`src/rtl/dmem_pkg.sv`:
```
// Shared types and constants for the data-memory controller.
// Size encodings, FSM state and the read-modify-write buffer.
package dmem_pkg;

    localparam int DMEM_DEPTH = 512;

    localparam logic [1:0] SZ_BYTE = 2'd0;
    localparam logic [1:0] SZ_HALF = 2'd1;
    localparam logic [1:0] SZ_WORD = 2'd2;
    localparam logic [1:0] SZ_ILL  = 2'd3;

    typedef enum logic [0:0] {
        ST_IDLE   = 1'b0,
        ST_RMW_WR = 1'b1
    } state_e;

    typedef struct packed {
        logic [31:0] old;
        logic [1:0]  lane;
        logic [1:0]  size;
        logic [15:0] data;
        logic        port_b;
    } rmw_t;

endpackage

```
`src/rtl/dmem_lane.sv`:
```
// Byte/halfword lane logic: load extraction or store merge.
// Purely combinational; merge_i selects which result is driven.
module dmem_lane
    import dmem_pkg::*;
(
    input  logic        merge_i,
    input  logic [31:0] word_i,
    input  logic [1:0]  lane_i,
    input  logic [1:0]  size_i,
    input  logic        uns_i,
    input  logic [31:0] data_i,
    output logic [31:0] data_o
);

    function automatic logic [31:0] extract(
        input logic [31:0] w,
        input logic [1:0]  l,
        input logic [1:0]  sz,
        input logic        u
    );
        logic [7:0]  b;
        logic [15:0] h;
        b = w[{l, 3'b000} +: 8];
        h = l[1] ? w[31:16] : w[15:0];
        case (sz)
            SZ_BYTE: return {{24{b[7] & ~u}}, b};
            SZ_HALF: return {{16{h[15] & ~u}}, h};
            default: return w;
        endcase
    endfunction

    function automatic logic [31:0] merge(
        input logic [31:0] w,
        input logic [1:0]  l,
        input logic [1:0]  sz,
        input logic [31:0] d
    );
        logic [31:0] r;
        r = w;
        case (sz)
            SZ_BYTE: r[{l, 3'b000} +: 8] = d[7:0];
            SZ_HALF: r[{l[1], 4'b0000} +: 16] = d[15:0];
            default: r = d;
        endcase
        return r;
    endfunction

    always_comb begin
        data_o = '0;
        if (merge_i) begin
            data_o = merge(word_i, lane_i, size_i, data_i);
        end else begin
            data_o = extract(word_i, lane_i, size_i, uns_i);
        end
    end

endmodule

```
`src/rtl/dmem_ctrl.sv`:
```
// Arbiter and sequencer sharing one word memory between CPU (A) and debug (B).
// Sub-word stores become a two-cycle read-modify-write.
module dmem_ctrl
    import dmem_pkg::*;
#(
    parameter int DEPTH = DMEM_DEPTH,
    parameter int AW    = $clog2(DEPTH)
) (
    input  logic          clk,
    input  logic          rst,
    input  logic          a_req,
    input  logic          a_we,
    input  logic [1:0]    a_size,
    input  logic          a_unsigned,
    input  logic [31:0]   a_addr,
    input  logic [31:0]   a_wdata,
    output logic          a_gnt,
    output logic          a_rvalid,
    output logic [31:0]   a_rdata,
    output logic          a_err,
    input  logic          b_req,
    input  logic          b_we,
    input  logic [31:0]   b_addr,
    input  logic [31:0]   b_wdata,
    output logic          b_gnt,
    output logic          b_rvalid,
    output logic [31:0]   b_rdata,
    output logic          b_err,
    output logic [AW-1:0] mem_addr,
    output logic          mem_we,
    output logic [31:0]   mem_wdata,
    input  logic [31:0]   mem_rdata
);

    localparam logic [31:0] LIMIT = 32'(DEPTH * 4);

    state_e        state_q, state_d;
    logic          ptr_q, ptr_d;
    rmw_t          rmw_q, rmw_d;
    logic [AW-1:0] waddr_q, waddr_d;

    logic          a_rvalid_q, a_err_q;
    logic          b_rvalid_q, b_err_q;
    logic [31:0]   a_rdata_q, b_rdata_q;

    logic          idle, acc, bad, is_sub, rmw_act;
    logic          sel_we, sel_uns;
    logic [1:0]    sel_size;
    logic [31:0]   sel_addr, sel_wdata;
    logic [31:0]   ld_data, mg_data;

    logic          rsp_v, rsp_b, rsp_err;
    logic [31:0]   rsp_data;

    // ptr_q high means B was granted last, so A wins a tie
    assign idle  = (state_q == ST_IDLE) && !rst;
    assign a_gnt = idle && a_req && (!b_req || ptr_q);
    assign b_gnt = idle && b_req && !a_gnt;
    assign acc   = a_gnt || b_gnt;

    assign rmw_act = (state_q == ST_RMW_WR) && !rst;

    assign sel_we    = b_gnt ? b_we : a_we;
    assign sel_size  = b_gnt ? SZ_WORD : a_size;
    assign sel_uns   = !b_gnt && a_unsigned;
    assign sel_addr  = b_gnt ? b_addr : a_addr;
    assign sel_wdata = b_gnt ? b_wdata : a_wdata;

    assign bad = (sel_size == SZ_ILL)
              || (sel_size == SZ_HALF && sel_addr[0])
              || (sel_size == SZ_WORD && sel_addr[1:0] != 2'b00)
              || (sel_addr >= LIMIT);

    assign is_sub = sel_we && (sel_size != SZ_WORD);

    dmem_lane u_ld_lane (
        .merge_i (1'b0),
        .word_i  (mem_rdata),
        .lane_i  (sel_addr[1:0]),
        .size_i  (sel_size),
        .uns_i   (sel_uns),
        .data_i  (32'h0),
        .data_o  (ld_data)
    );

    dmem_lane u_rmw_lane (
        .merge_i (1'b1),
        .word_i  (rmw_q.old),
        .lane_i  (rmw_q.lane),
        .size_i  (rmw_q.size),
        .uns_i   (1'b0),
        .data_i  ({16'h0, rmw_q.data}),
        .data_o  (mg_data)
    );

    always_comb begin
        mem_addr  = '0;
        mem_we    = 1'b0;
        mem_wdata = '0;
        unique case (1'b1)
            rmw_act: begin
                mem_addr  = waddr_q;
                mem_we    = 1'b1;
                mem_wdata = mg_data;
            end
            (acc && !bad): begin
                mem_addr = sel_addr[AW+1:2];
                if (sel_we && sel_size == SZ_WORD) begin
                    mem_we    = 1'b1;
                    mem_wdata = sel_wdata;
                end
            end
            default: ;
        endcase
    end

    always_comb begin
        state_d  = state_q;
        ptr_d    = ptr_q;
        rmw_d    = rmw_q;
        waddr_d  = waddr_q;
        rsp_v    = 1'b0;
        rsp_b    = 1'b0;
        rsp_err  = 1'b0;
        rsp_data = '0;
        if (state_q == ST_RMW_WR) begin
            state_d = ST_IDLE;
            rsp_v   = 1'b1;
            rsp_b   = rmw_q.port_b;
        end else if (acc) begin
            ptr_d = b_gnt;
            rsp_b = b_gnt;
            if (bad) begin
                rsp_v   = 1'b1;
                rsp_err = 1'b1;
            end else if (is_sub) begin
                state_d      = ST_RMW_WR;
                rmw_d.old    = mem_rdata;
                rmw_d.lane   = sel_addr[1:0];
                rmw_d.size   = sel_size;
                rmw_d.data   = sel_wdata[15:0];
                rmw_d.port_b = b_gnt;
                waddr_d      = sel_addr[AW+1:2];
            end else begin
                rsp_v    = 1'b1;
                rsp_data = sel_we ? 32'h0 : ld_data;
            end
        end
    end

    always_ff @(posedge clk or posedge rst) begin
        if (rst) begin
            state_q    <= ST_IDLE;
            ptr_q      <= 1'b1;
            rmw_q      <= '0;
            waddr_q    <= '0;
            a_rvalid_q <= 1'b0;
            a_err_q    <= 1'b0;
            a_rdata_q  <= '0;
            b_rvalid_q <= 1'b0;
            b_err_q    <= 1'b0;
            b_rdata_q  <= '0;
        end else begin
            state_q    <= state_d;
            ptr_q      <= ptr_d;
            rmw_q      <= rmw_d;
            waddr_q    <= waddr_d;
            a_rvalid_q <= rsp_v && !rsp_b;
            a_err_q    <= rsp_v && !rsp_b && rsp_err;
            b_rvalid_q <= rsp_v && rsp_b;
            b_err_q    <= rsp_v && rsp_b && rsp_err;
            if (rsp_v && !rsp_b) begin
                a_rdata_q <= rsp_data;
            end
            if (rsp_v && rsp_b) begin
                b_rdata_q <= rsp_data;
            end
        end
    end

    assign a_rvalid = a_rvalid_q;
    assign a_err    = a_err_q;
    assign a_rdata  = a_rdata_q;
    assign b_rvalid = b_rvalid_q;
    assign b_err    = b_err_q;
    assign b_rdata  = b_rdata_q;

endmodule

```
`config.mk`:
```
export PLATFORM = sky130hd
export DESIGN_NAME = dmem_ctrl
export DESIGN_NICKNAME = d
export VERILOG_FILES = /design/src/rtl/dmem_pkg.sv /design/src/rtl/dmem_lane.sv /design/src/rtl/dmem_ctrl.sv
export SDC_FILE = /design/constraint.sdc
export NUM_CORES = 1
export LEC_CHECK = 0
export CORE_UTILIZATION = 50
export CTS_BUF_LIST = sky130_fd_sc_hd__clkbuf_4 sky130_fd_sc_hd__clkbuf_8
export CTS_CLUSTER_SIZE = 20
export DETAILED_ROUTE_END_ITERATION = 7
export GPL_ROUTABILITY_DRIVEN = 0
export GPL_TIMING_DRIVEN = 0
export PLACE_DENSITY = 0.82
export SYNTH_ARGS = -nofsm -noshare
export SYNTH_HDL_FRONTEND = slang
export SYNTH_HIERARCHICAL = 1
export SYNTH_SLANG_ARGS = --single-unit
```
`constraint.sdc`:
```
create_clock -name clk -period 4.75 [get_ports clk]
set_input_delay 0.95 -clock clk [delete_from_list [all_inputs] [get_ports clk]]
set_output_delay 0.95 -clock clk [all_outputs]
set_load 0.005 [all_outputs]
```
==> flow_summary.toml, run 1 <==
[detailed_routing]
drt_iter0_markers = 1469
final_antenna_net_count = 0
vias_per_cell = 6.07
num_vias = 11700
drt_pre_antenna_iters = 7
wl_per_cell_um = 20.2
drt_drc_violations_left = 0
routed_wl_um = 39100

[timing]
setup-violations-final = 0
timing.slew.headroom = 0.425
max_clock_freq_mhz = 212
hold_violations = 0
post-route-min-period_ps = 4710
rsz0062_at_grt = "true"
finalMaxSlewViolations = 0
min_period_over_period = 0.992
pin_slew_with_the_least_headroom_to_its_limit_ps = 852
worst_clock_skew_ps = 14.0
fin_ws_ps = 36.8

[clock_tree]
hold_buffers = 0
cts_inserted_buffers = 17
clock-root-buffer = "sky130_fd_sc_hd__clkbuf_8"
worstSkewPairLatency_ps = 460
htree_levels = 4
clock_sinks = 132
tritoncts = "built"
ctsLongestPathBuffers = 2
clock_pin_slew_worst_setup_and_hold_paths_ps = 80

[worst_setup_path]
r2r_endpoint = "a_rdata[10]"
worst-endpoint-arrival_ps = 3760
worst_setup_path_start_kind = "input pin"
critical_path.cell_chain = "clkdlybuf4s50_1, a21bo_2, nand2b_1, buf_6, inv_8, mux2i_4, o211ai_1, nand2b_4, buf_8, o21ai_0, clkdlybuf4s50_1"
crit_path_max_fanout = 10
reg2regPathDepth = 14
path_class = "in -> out"
critPathMaxStageDelay_ps = 540
crit_top_cell = "sky130_fd_sc_hd__clkdlybuf4s50_1"
worst-endpoint-required_ps = 3800
r2r_setup_slack_ps = 720
critical_path.endpoint_type = "primary output"
r2r_start = "ptr_q"
slowest_stage = "sky130_fd_sc_hd__clkdlybuf4s50_1"

[power]
p_sw_frac = 0.311
leakage_dissipation_nw = 6.88
switching_power_mw = 0.893
pwr_density_cell_nw_per_um2 = 196
power.share.clock = 0.370
pwr-share-comb = 0.235
p_int_mw = 1.97
power.sequential.fraction = 0.394
ir_worst_vdd_mv = 0.216

[synthesis]
synth_seq_cells = 132
ys_async_sr_fraction = 1.00
post_synth.cell_area_avg_um2 = 8.41
synth-warning-count = 6
syn-instance-count = 1242
yosysUniqueCellTypes = 59
yosys_most_used_dff = "sky130_fd_sc_hd__dfrtp_1"
synth.yosys.seq_area_share = 0.316
synth.largest_area_cell = "sky130_fd_sc_hd__dfrtp_1"
yosys.cell_count.top_type = "sky130_fd_sc_hd__nand2_1"
number_of_synthesized_flops_with_an_enable_pin = 0
synth.area.top_cells = "sky130_fd_sc_hd__dfrtp_1 (31%), sky130_fd_sc_hd__nand2_1 (8.0%), sky130_fd_sc_hd__mux2_2 (7.5%), sky130_fd_sc_hd__mux2i_1 (7.2%), sky130_fd_sc_hd__a22o_1 (5.7%)"
most_frequent_cells_after_synthesis = "sky130_fd_sc_hd__nand2_1 (222), sky130_fd_sc_hd__dfrtp_1 (131), sky130_fd_sc_hd__o21ai_0 (96)"
cell_area_after_technology_mapping_um2 = 10400
synth_top_area_share = 0.314

[hold_path]
beginning_of_the_worst_hold_path = "b_rdata[10]"
min_delay_worst_endpoint = "b_rdata[10]"
hold_class = "reg -> reg"
worstHoldPathCells = 2

[cells_and_area]
insertedDiodeCount = 0
utilization = 0.719
final_nets = 1831
layout-area-overhead-vs-synth_pct = 40.1
post_route_insts_no_fill = 1935
fraction_of_final_layout_cells_sized_beyond_drive_strength_1 = 0.118
ff_latch_area_um2 = 3310
postLayoutCellArea_um2 = 14600
multiInputGateArea_um2 = 6920
filler_cell_count = 1598

[global_route]
grt_use_met3 = 0.0875
number_of_global_route_vias_before_repair = 11200
met2_usage = 0.600
grt.busiest_layer = "met2"
groute.usage.overall = 0.365
grt_antenna_before_repair = 0
grt_start_max_net_pins = 70
first_pass_grt_wire_length_um = 61100
met1_usage = 0.442
grt.overflow.total = 0

[floorplan]
core_area_um2 = 20400
start_util = 0.513
die-width_um = 147
die_area_um2 = 21500
io-pin-count = 281
die_h_um = 147
num_rows = 52

[outcome]
status = "complete, no violations"

[job]
drv_cap = 0

[placed_design]
count_of_input_and_output_buffers = 280
post-place-cells = 1901
dp.final_hpwl_um = 29900
place_ws_ps = -756
place_area_um2 = 14000
worst max-delay path, delay by kind of cell:
family,cells,cell delay (ps)
muxes,1,290
and+or+nand+nor,2,400
buffers and inverters,5,1490
AOI/OAI and AO/OA,3,620
stage by stage:
stage | TNS, ps | hold slack (ps) | power [mW]
2_1_floorplan | 0 | 450 | 1.52
3_3_place_gp | -228400 | 457 | 1.77
3_5_place_dp | -39870 | 469 | 1.79
4_1_cts | 0 | 489 | 2.84
5_1_grt | -1230 | 503 | 2.98
6_report | 0 | 485 | 2.87
layout make-up:
class / instances / share of cell area
clock inverters: 14 / 0.0132
inverters: 64 / 0.0174
plain buffers: 95 / 0.0333
multi-input cells: 1057 / 0.473
well taps: 270 / 0.0231
repair buffers: 285 / 0.198
clock buffers: 18 / 0.0165
flip-flops and latches: 132 / 0.226
routing by layer:
metal	vias up	routed length [um]	part of all wire
li1	5261	-	-
met1	5471	14700	0.38
met2	838	18100	0.46
met3	178	3990	0.10
met4	0	2260	0.058
met5	-	0	0
worst max-delay path by stage:
stage / cells past startpoint / slack [ps] / start / endpoint
2_1_floorplan: 1 / 280 / rst / a_err
3_3_place_gp: 2 / -1540 / rst / rmw_q[16]
3_5_place_dp: 15 / -760 / rst / b_rdata[1]
4_1_cts: 11 / 5 / b_req / mem_wdata[28]
5_1_grt: 9 / -100 / rst / mem_wdata[4]
6_report: 11 / 40 / b_req / mem_wdata[6]
logic make-up after synthesis:
logic type	synth area share
AO/OA/AOI/OAI	0.261
AND/OR/NAND/NOR	0.160
multiplexers	0.183
buffers and inverters	0.0673
flip-flops	0.316
adder cells (fa/ha/maj)	0.0120
other	0.000719
placed cells by master (no fill, tap or decap), types with 15 or more instances in the layout:
cell type and instances:
sky130_fd_sc_hd__a21oi_1 76, sky130_fd_sc_hd__conb_1 110, sky130_fd_sc_hd__inv_1 58, sky130_fd_sc_hd__nand3_1 18, sky130_fd_sc_hd__mux2i_1 75, sky130_fd_sc_hd__buf_2 26
sky130_fd_sc_hd__clkbuf_8 17, sky130_fd_sc_hd__nor3_1 33, sky130_fd_sc_hd__a21o_1 18, sky130_fd_sc_hd__nor2_1 20, sky130_fd_sc_hd__clkdlybuf4s50_1 266, sky130_fd_sc_hd__a22o_1 68
sky130_fd_sc_hd__a22oi_1 28, sky130_fd_sc_hd__nand2_1 222, sky130_fd_sc_hd__mux2_2 70, sky130_fd_sc_hd__o211ai_1 23, sky130_fd_sc_hd__mux2_1 28, sky130_fd_sc_hd__o21ai_0 87
sky130_fd_sc_hd__dfrtp_1 130, sky130_fd_sc_hd__a31oi_1 15, sky130_fd_sc_hd__clkbuf_1 45, sky130_fd_sc_hd__a221oi_1 42
registers in the layout, indices dropped and copies added, names as in the netlist:
register,count
a_rvalid,1
b_err,1
ptr_q,1
state_q,1
rmw_q,53
b_rdata,32
waddr_q,9
a_rdata,32
b_rvalid,1
a_err,1
power by group through the flow:
| stage | Combinational, mW | Sequential (mW) | Clock [mW] |
|---|---|---|---|
| 2_1_floorplan | 0.367 | 1.15 | 0 |
| 3_3_place_gp | 0.622 | 1.15 | 0 |
| 3_5_place_dp | 0.637 | 1.15 | 0 |
| 4_1_cts | 0.642 | 1.13 | 1.07 |
| 5_1_grt | 0.726 | 1.13 | 1.12 |
| 6_report | 0.674 | 1.13 | 1.06 |
repair_timing:
item / in CTS / in global routing
endpoints found under the setup margin: 56 / 58
setup buffers: 2 / 2
resized for setup: 15 / 46
pin swaps: 0 / 1
(Power assumes the default switching activity.)
==> run 2: changes to the inputs <==
--- a/config.mk
+++ b/config.mk
@@ -6,7 +6,7 @@
 export NUM_CORES = 1
 export LEC_CHECK = 0
 export CORE_UTILIZATION = 50
-export CTS_BUF_LIST = sky130_fd_sc_hd__clkbuf_4 sky130_fd_sc_hd__clkbuf_8
+export CTS_BUF_LIST = sky130_fd_sc_hd__clkbuf_2
 export CTS_CLUSTER_SIZE = 20
 export DETAILED_ROUTE_END_ITERATION = 7
 export GPL_ROUTABILITY_DRIVEN = 0
==> run 2 against run 1 <==
  * Hold slack gained 30 ps
  * Clock power shrank 24%
  * Register-to-register slack lost 290 ps
  * Routed wire length shrank 0.64%
  * Sequential share of layout area grew 0.25 points
  * Non-clock buffer count grew 1
  * Final cell count grew 0.10%
  * Combinational power is essentially flat
  * Cell area shrank 1.1%
  * Critical path type unchanged
  * Highest routed layer unchanged
==> flow_summary.toml, run 2 (synthesis results as in run 1) <==
[worst_setup_path]
crit_path_max_fanout = 10
worst-endpoint-arrival_ps = 3760
path_class = "in -> out"
worst-endpoint-required_ps = 3800
reg2regPathDepth = 13
worst_setup_path_start_kind = "input pin"
r2r_start = "ptr_q"
critical_path.endpoint_type = "primary output"
r2r_endpoint = "b_rdata[4]"
r2r_setup_slack_ps = 430

[timing]
rsz0062_at_grt = "true"
fin_hold_ws_ps = 515
setup-violations-final = 0
worst_clock_skew_ps = 48.3
hold_violations = 0
timing.slew.headroom = 0.457
finalMaxSlewViolations = 0
max_clock_freq_mhz = 212
post-route-min-period_ps = 4710
pin_slew_with_the_least_headroom_to_its_limit_ps = 805
min_period_over_period = 0.992

[cells_and_area]
largest_register = "rmw_q"
final_nets = 1832
mostFrequentLayoutCell = "sky130_fd_sc_hd__clkdlybuf4s50_1"
fraction_of_final_layout_cells_sized_beyond_drive_strength_1 = 0.118
largest_reg_flops = 53
utilization = 0.711
layout_common_cells = "sky130_fd_sc_hd__clkdlybuf4s50_1 (265), sky130_fd_sc_hd__nand2_1 (222), sky130_fd_sc_hd__dfrtp_1 (130), sky130_fd_sc_hd__conb_1 (110), sky130_fd_sc_hd__o21ai_0 (88)"
postLayoutCellArea_um2 = 14500
layout-area-overhead-vs-synth_pct = 38.6
post_route_insts_no_fill = 1937

[clock_tree]
cts_inserted_buffers = 17
clock-root-buffer = "sky130_fd_sc_hd__clkbuf_2"
htree_levels = 4
clock_sinks = 132
ctsLongestPathBuffers = 2
hold_buffers = 0
clock_pin_slew_worst_setup_and_hold_paths_ps = 230
tritoncts = "built"
worstSkewPairLatency_ps = 730

[floorplan]
core_area_um2 = 20400
num_rows = 52
die_area_um2 = 21500
start_util = 0.513
io-pin-count = 281
die-width_um = 147
die_h_um = 147

[global_route]
number_of_global_route_vias_before_repair = 11100
first_pass_grt_wire_length_um = 60400
grt_start_max_net_pins = 70
groute.usage.overall = 0.360
grt.overflow.total = 0
grt_antenna_before_repair = 1

[detailed_routing]
routed_wl_um = 38900
highest_signal_layer_in_the_routed_design = "met4"
drt_iter0_markers = 1362
drt_pre_antenna_iters = 7
met2WireLength_um = 18000
num_vias = 11600
wl_per_cell_um = 20.1
final_antenna_net_count = 0
drt-met1-wl_um = 14500
vias_per_cell = 6.00
routed-wl-met3_um = 4140
drt_drc_violations_left = 0

[hold_path]
worstHoldPathCells = 2
min_delay_worst_endpoint = "b_rdata[10]"
beginning_of_the_worst_hold_path = "b_rdata[10]"
hold_class = "reg -> reg"

[power]
leakage_dissipation_nw = 6.83
pwr_density_cell_nw_per_um2 = 180
ir_worst_vdd_mv = 0.185
post-layout-total-power_mw = 2.61

[placed_design]
dp.final_hpwl_um = 29900
place_area_um2 = 14000
count_of_input_and_output_buffers = 280
post-place-cells = 1901

[job]
drv_cap = 0

[outcome]
status = "complete, no violations"
run 2: cell types whose count changed in the layout (fill, tap and decap cells not counted), moves of 2 or more:
cell / before / now
sky130_fd_sc_hd__clkbuf_8: 17 / 0
sky130_fd_sc_hd__clkbuf_2: 1 / 19
sky130_fd_sc_hd__clkbuf_4: 2 / 0
sky130_fd_sc_hd__buf_4: 6 / 8
run 2: area by class of cell:
| cell class | count | area [um^2] |
|---|---|---|
| well taps | 270 | 338 |
| clock buffers | 18 | 90.1 |
| diodes | 1 | 2.50 |
| plain buffers | 95 | 478 |
| fillers | 1635 | 5890 |
| clock inverters | 14 | 194 |
| flip-flops and latches | 132 | 3310 |
| multi-input cells | 1057 | 6910 |
| repair buffers | 286 | 2910 |
| inverters | 64 | 255 |
run 2: how the worst max path moves through the flow:
stage	end	start	slack, ps
floorplan	a_err	rst	280
global placement	rmw_q[16]	rst	-1540
detailed placement	b_rdata[1]	rst	-760
CTS	mem_wdata[28]	b_req	5
global route	mem_wdata[11]	b_req	-40
finish	mem_wdata[6]	b_req	40
run 2: metrics by stage:
step                setup slack (ps)  TNS (ps)
global placement               -1540   -228400
floorplan                        276         0
CTS                             5.09         0
finish                          38.2         0
detailed placement              -756    -39870
global route                   -37.5      -224
run 2: repair_timing:
item	4_1_cts	5_1_grt
endpoints found under the setup margin	42	38
buffers inserted	3	2
cloned	0	0
resized for setup	20	36
run 2: critical path: stages:
cell                              delay [ps]
sky130_fd_sc_hd__clkdlybuf4s50_1         510
sky130_fd_sc_hd__a21bo_2                 270
sky130_fd_sc_hd__nand2b_1                140
sky130_fd_sc_hd__buf_4                   200
sky130_fd_sc_hd__inv_6                   120
sky130_fd_sc_hd__mux2i_4                 290
sky130_fd_sc_hd__o211ai_1                170
sky130_fd_sc_hd__nand2b_4                230
sky130_fd_sc_hd__buf_6                   180
sky130_fd_sc_hd__o21ai_0                 160
sky130_fd_sc_hd__clkdlybuf4s50_1         540
run 2: where the power goes:
| group | internal (mW) | switching [mW] |
|---|---|---|
| clock network | 0.313 | 0.494 |
| registers | 1.13 | 0.00241 |
| logic | 0.304 | 0.367 |
run 2: metal layers:
| metal | track usage | up-vias |
|---|---|---|
| met5 | 0 | - |
| li1 | - | 5264 |
| met3 | 0.0828 | 162 |
| met1 | 0.439 | 5423 |
| met4 | 0.189 | 0 |
| met2 | 0.594 | 776 |
==> run 3: changes to the inputs <==
--- a/config.mk
+++ b/config.mk
@@ -5,6 +5,7 @@
 export SDC_FILE = /design/constraint.sdc
 export NUM_CORES = 1
 export LEC_CHECK = 0
+export ABC_CLOCK_PERIOD_IN_PS = 4750
 export CORE_UTILIZATION = 50
 export CTS_BUF_LIST = sky130_fd_sc_hd__clkbuf_2
 export CTS_CLUSTER_SIZE = 20
==> results of run 3 <==
The final DEF is identical to that of run 2; final timing and power are the same.
